<file path="config.mk">
export PLATFORM = sky130hd
export DESIGN_NAME = alu_issue_stage
export DESIGN_NICKNAME = d
export VERILOG_FILES = /design/src/rtl/alu_issue_stage.sv
export SDC_FILE = /design/constraint.sdc
export NUM_CORES = 1
export LEC_CHECK = 0
export BUFFER_PORTS_ARGS = -buffer_cell sky130_fd_sc_hd__buf_4
export CAP_MARGIN = 5
export CORE_MARGIN = 1.5
export CORE_UTILIZATION = 55
export CTS_CLUSTER_DIAMETER = 80
export CTS_CLUSTER_SIZE = 40
export DETAILED_ROUTE_END_ITERATION = 10
export GPL_TIMING_DRIVEN = 0
export PLACE_DENSITY = 0.79
export SETUP_SLACK_MARGIN = 0.1
export SYNTH_ARGS = -nofsm -noshare
export SYNTH_HDL_FRONTEND = slang
export SYNTH_SLANG_ARGS = --single-unit
export TNS_END_PERCENT = 50
</file>
<file path="constraint.sdc">
create_clock -name clk -period 4.5 [get_ports clk]
set_input_delay 0.9 -clock clk [delete_from_list [all_inputs] [get_ports clk]]
set_output_delay 0.9 -clock clk [all_outputs]
set_load 0.03 [all_outputs]
</file>
<file path="src/rtl/alu_issue_stage.sv">
// rtl/alu_issue_stage.sv - command FIFO and result register wrapped around a combinational ALU
// Head of the FIFO drives the ALU; pops capture the ALU output into a valid/ready result register.
module alu_issue_stage #(
  parameter int DEPTH = 4,
  parameter int CW    = $clog2(DEPTH) + 1
) (
  input  logic          clk,
  input  logic          rst,
  input  logic          cmd_valid,
  output logic          cmd_ready,
  input  logic [31:0]   cmd_a,
  input  logic [31:0]   cmd_b,
  input  logic [2:0]    cmd_ctrl,
  output logic [31:0]   alu_a,
  output logic [31:0]   alu_b,
  output logic [2:0]    alu_ctrl,
  input  logic [31:0]   alu_y,
  input  logic          alu_cout,
  output logic          res_valid,
  input  logic          res_ready,
  output logic [31:0]   res_y,
  output logic          res_cout,
  output logic [2:0]    res_ctrl,
  output logic [CW-1:0] count
);

  localparam int PW = $clog2(DEPTH);

  typedef struct packed {
    logic [31:0] a;
    logic [31:0] b;
    logic [2:0]  ctrl;
  } cmd_t;

  cmd_t          mem_q [DEPTH];
  cmd_t          head;
  logic [PW-1:0] wr_ptr_q, wr_ptr_d;
  logic [PW-1:0] rd_ptr_q, rd_ptr_d;
  logic [CW-1:0] count_q, count_d;
  logic          res_valid_q, res_valid_d;
  logic [31:0]   res_y_q, res_y_d;
  logic          res_cout_q, res_cout_d;
  logic [2:0]    res_ctrl_q, res_ctrl_d;
  logic          full, empty, push, pop;

  // Handshake qualifiers depend only on registered state so cmd_ready has no path from cmd_valid.
  assign full  = (count_q == CW'(DEPTH));
  assign empty = (count_q == '0);
  assign push  = cmd_valid && !full;
  assign pop   = !empty && (!res_valid_q || res_ready);
  assign head  = mem_q[rd_ptr_q];

  assign cmd_ready = !full;
  assign alu_a     = empty ? 32'd0 : head.a;
  assign alu_b     = empty ? 32'd0 : head.b;
  assign alu_ctrl  = empty ? 3'd0  : head.ctrl;
  assign res_valid = res_valid_q;
  assign res_y     = res_y_q;
  assign res_cout  = res_cout_q;
  assign res_ctrl  = res_ctrl_q;
  assign count     = count_q;

  always_comb begin
    wr_ptr_d    = wr_ptr_q;
    rd_ptr_d    = rd_ptr_q;
    count_d     = count_q;
    res_valid_d = res_valid_q;
    res_y_d     = res_y_q;
    res_cout_d  = res_cout_q;
    res_ctrl_d  = res_ctrl_q;

    if (push) wr_ptr_d = wr_ptr_q + PW'(1);
    if (pop)  rd_ptr_d = rd_ptr_q + PW'(1);

    case ({push, pop})
      2'b10:   count_d = count_q + CW'(1);
      2'b01:   count_d = count_q - CW'(1);
      default: count_d = count_q;
    endcase

    // Data fields keep their last value when the register simply drains.
    if (pop) begin
      res_valid_d = 1'b1;
      res_y_d     = alu_y;
      res_cout_d  = alu_cout;
      res_ctrl_d  = head.ctrl;
    end else if (res_valid_q && res_ready) begin
      res_valid_d = 1'b0;
    end
  end

  always_ff @(posedge clk or posedge rst) begin
    if (rst) begin
      wr_ptr_q    <= '0;
      rd_ptr_q    <= '0;
      count_q     <= '0;
      res_valid_q <= 1'b0;
      res_y_q     <= '0;
      res_cout_q  <= 1'b0;
      res_ctrl_q  <= '0;
    end else begin
      wr_ptr_q    <= wr_ptr_d;
      rd_ptr_q    <= rd_ptr_d;
      count_q     <= count_d;
      res_valid_q <= res_valid_d;
      res_y_q     <= res_y_d;
      res_cout_q  <= res_cout_d;
      res_ctrl_q  <= res_ctrl_d;
    end
  end

  // Storage needs no reset: entries are only read once count says they were written.
  always_ff @(posedge clk) begin
    if (push) mem_q[wr_ptr_q] <= '{a: cmd_a, b: cmd_b, ctrl: cmd_ctrl};
  end

endmodule
</file>
==> results.tsv <==
metric	value	unit
postCtsSetupRepairBufs	0	
place_ws	1.498	ns
netlist_top_cells_count	edfxtp_1 (268), nor2b_1 (68), mux4_2 (67)	
postSynthNetCount	652	
critical_path.max_stage_delay	0.50	ns
gp_congestion	0.7647	
postCtsHoldBufs	0	
period_share	77.31	%
dieWidth	150.2	microns
grt_pass1_vias	6101	
ys_ff_latch	312	
antenna_found_initial	0	
setup_slack	1.021	ns
boundaryPins	212	
internal_power	0.006455	W
syn-instance-count	542	
clkSlewWorstSetupHoldPaths	0.10	ns
drive_above_1_share	46.79	%
critical_path.startpoint	count[0]	
clk_latency	0.50	ns
power-per-cell-area	716.4	nW/um^2
rsz0062_at_grt	false	
synth_area_leaders	edfxtp_1 (68%), mux4_2 (13%), dfrtp_1 (9.2%)	
fin_worst_skew	0.02134	ns
maxSlewViolCount	0	
cp_max_fo	10	
hpwlAfterDp	15.01	mm
clockPowerShare	14.1	%
p_leak	5.228	nW
drt-wirelength-per-cell	21.30	microns
hp-start	res_y[8]	
grt_usage	19.85	%
layout_min_cycle_time	3.479	ns
syn-cell-area	11920	sq um
hold_class	register to register	
grt_pass1_wl	33.42	mm
peakVddDrop	0.6135	mV
drt_iter0_drc	369	
synth_top_area_cell	edfxtp_1	
crit_path_cell_trace	nor3_4, clkbuf_1, buf_2, nor2b_1, buf_4	
postPlaceCellArea	13980	sq um
numCtsBuffers	13	
cp.required	3.60	ns
rows	53	
fp.coreArea	21150	sq um
status	finished clean	
worst_slew_pin_slew	0.8744	ns
switching_share	37.42	%
dr.pass1.iters	4	
synth_top_area_share	67.52	%
n_antenna_cell	0	
cts_tree	yes	
grt_start_max_net_pins	54	
synth.distinct_cells	24	
p_switching	0.003859	W
worst_ep_arrival_time	2.58	ns
fin_tns_setup	0	ns
utilization	68.06	%
path_buf_inv	3	
multi_input_area	2600	sq um
crit_family	buffers and inverters	
viasPerCell	5.508	
fillers	1322	
fp.dieArea	22560	sq um
ys_warn_count	0	
pwr-share-comb	46.7	%
cp-start-kind	register	
power_frac_seq	39.3	%
wl	22.43	mm
criticalPathCategory	register to output port	
syn_avg_cell_area	21.99	sq um
seqCellArea	9149	sq um
via_count	5800	
clock_path_buffers	3	
post-synth-top-count-cell	edfxtp_1	
nets	882	
slew_headroom	41.62	%
cp_slowest_cell	nor3_4	
hold_viol	0	
postRouteAntennaNets	0	
synth_seq_area_share	76.76	%
finalSetupViolations	0	
max_freq	287.4	MHz
syn_to_final_growth	20.80	%
timing.rr.start	count[0]	
initial_core_util	56.34	%
drc_errors	0	
post_cts_resized	0	
synth_ff_type	edfxtp_1	
synth_edf_count	268	
end_kind	output port	
synthArstFlopShare	14.10	%
fin_area	14400	sq um
portBuffers	211	
cts-htree-levels	1	
cts_root_buf	clkbuf_16	
die_h	150.2	microns
cts.sink_count	312	
maxCapViolCount	0	
overflow	0	
[metrics by stage]
step                hold slack, ns  total power (W)  cells
floorplan                   0.5348         0.007258    542
global placement            0.4906         0.008871   1028
detailed placement          0.5014         0.009000   1032
CTS                         0.5262          0.01043   1053
global route                0.5348          0.01077   1053
finish                      0.5230          0.01031   1053
[power by group through the flow]
stage                     Combinational [W]  Clock (W)  Sequential (W)
after CTS                           0.00489    0.00148         0.00406
after floorplan                     0.00286          0         0.00440
after global routing                0.00511    0.00156         0.00410
final                               0.00481    0.00145         0.00405
after global placement              0.00473          0         0.00414
after detailed placement            0.00487          0         0.00413
[cell families (layout without fill, tap and decap cells)]
| logic type | count (synthesis) | after routing | synth area share (%) |
|---|---|---|---|
| xor+xnor | 6 | 6 | 0.4410 |
| fa+ha+maj | 6 | 6 | 0.6928 |
| buf+inv | 34 | 270 | 1.596 |
| flops | 312 | 312 | 76.76 |
| mux | 105 | 105 | 16.27 |
| simple gates | 79 | 79 | 4.241 |
[worst register-to-register path, delay by kind of cell, from the launching register on]
| family | cells | cell delay (ns) |
|---|---|---|
| fa+ha+maj | 2 | 0.38 |
| flops | 1 | 0.48 |
| xor+xnor | 2 | 0.28 |
| buf+inv | 3 | 0.41 |
| simple gates | 3 | 0.70 |
[layout by cell type (no fill, tap or decap), types with 2 or more instances in the layout]
master,Yosys,final
buf_4,1,212
mux4_2,67,67
and3_4,0,4
buf_6,6,6
clkinv_8,0,2
edfxtp_1,268,268
mux2_2,36,36
inv_1,7,6
buf_2,11,11
buf_16,0,4
ha_1,5,5
xor2_1,3,3
dfrtp_1,44,44
clkbuf_16,0,13
nor2b_1,68,68
xnor2_1,3,3
clkbuf_1,9,9
[final timing paths]
kind	cells past startpoint	slack [ns]	endpoint
worst min register to register	1	0.52	res_y[8]
worst min-delay path	1	0.52	res_y[8]
worst max register to register	10	2.13	count[2]
min in group asynchronous	2	0.59	rd_ptr_q[1]
worst max-delay path	5	1.02	alu_b[21]
max in group asynchronous	2	3.36	res_y[10]
[state kept, by name, indices dropped and copies added, names as in the netlist]
name / flops
wr_ptr_q: 2
res_cout: 1
rd_ptr_q: 2
res_valid: 1
res_y: 32
count: 3
res_ctrl: 3
mem_q: 268
[cell type report]
class	instances	area share [%]
Tap cell	275	2.390
Timing Repair Buffer	215	11.77
Clock buffer	14	2.355
Buffer	27	1.138
Sequential cell	312	63.54
Multi-Input combinational cell	196	18.06
Inverter	7	0.1825
Clock inverter	7	0.5649
[routing by layer]
metal / vias up / part of all wire, % / global-route usage (%)
li1: 2595 / - / -
met1: 3001 / 41 / 26.36
met2: 184 / 50 / 34.20
met3: 20 / 6.8 / 4.606
met4: 0 / 1.5 / 3.529
met5: - / 0 / 0
No activity file was read; power rests on OpenSTA's default activity.
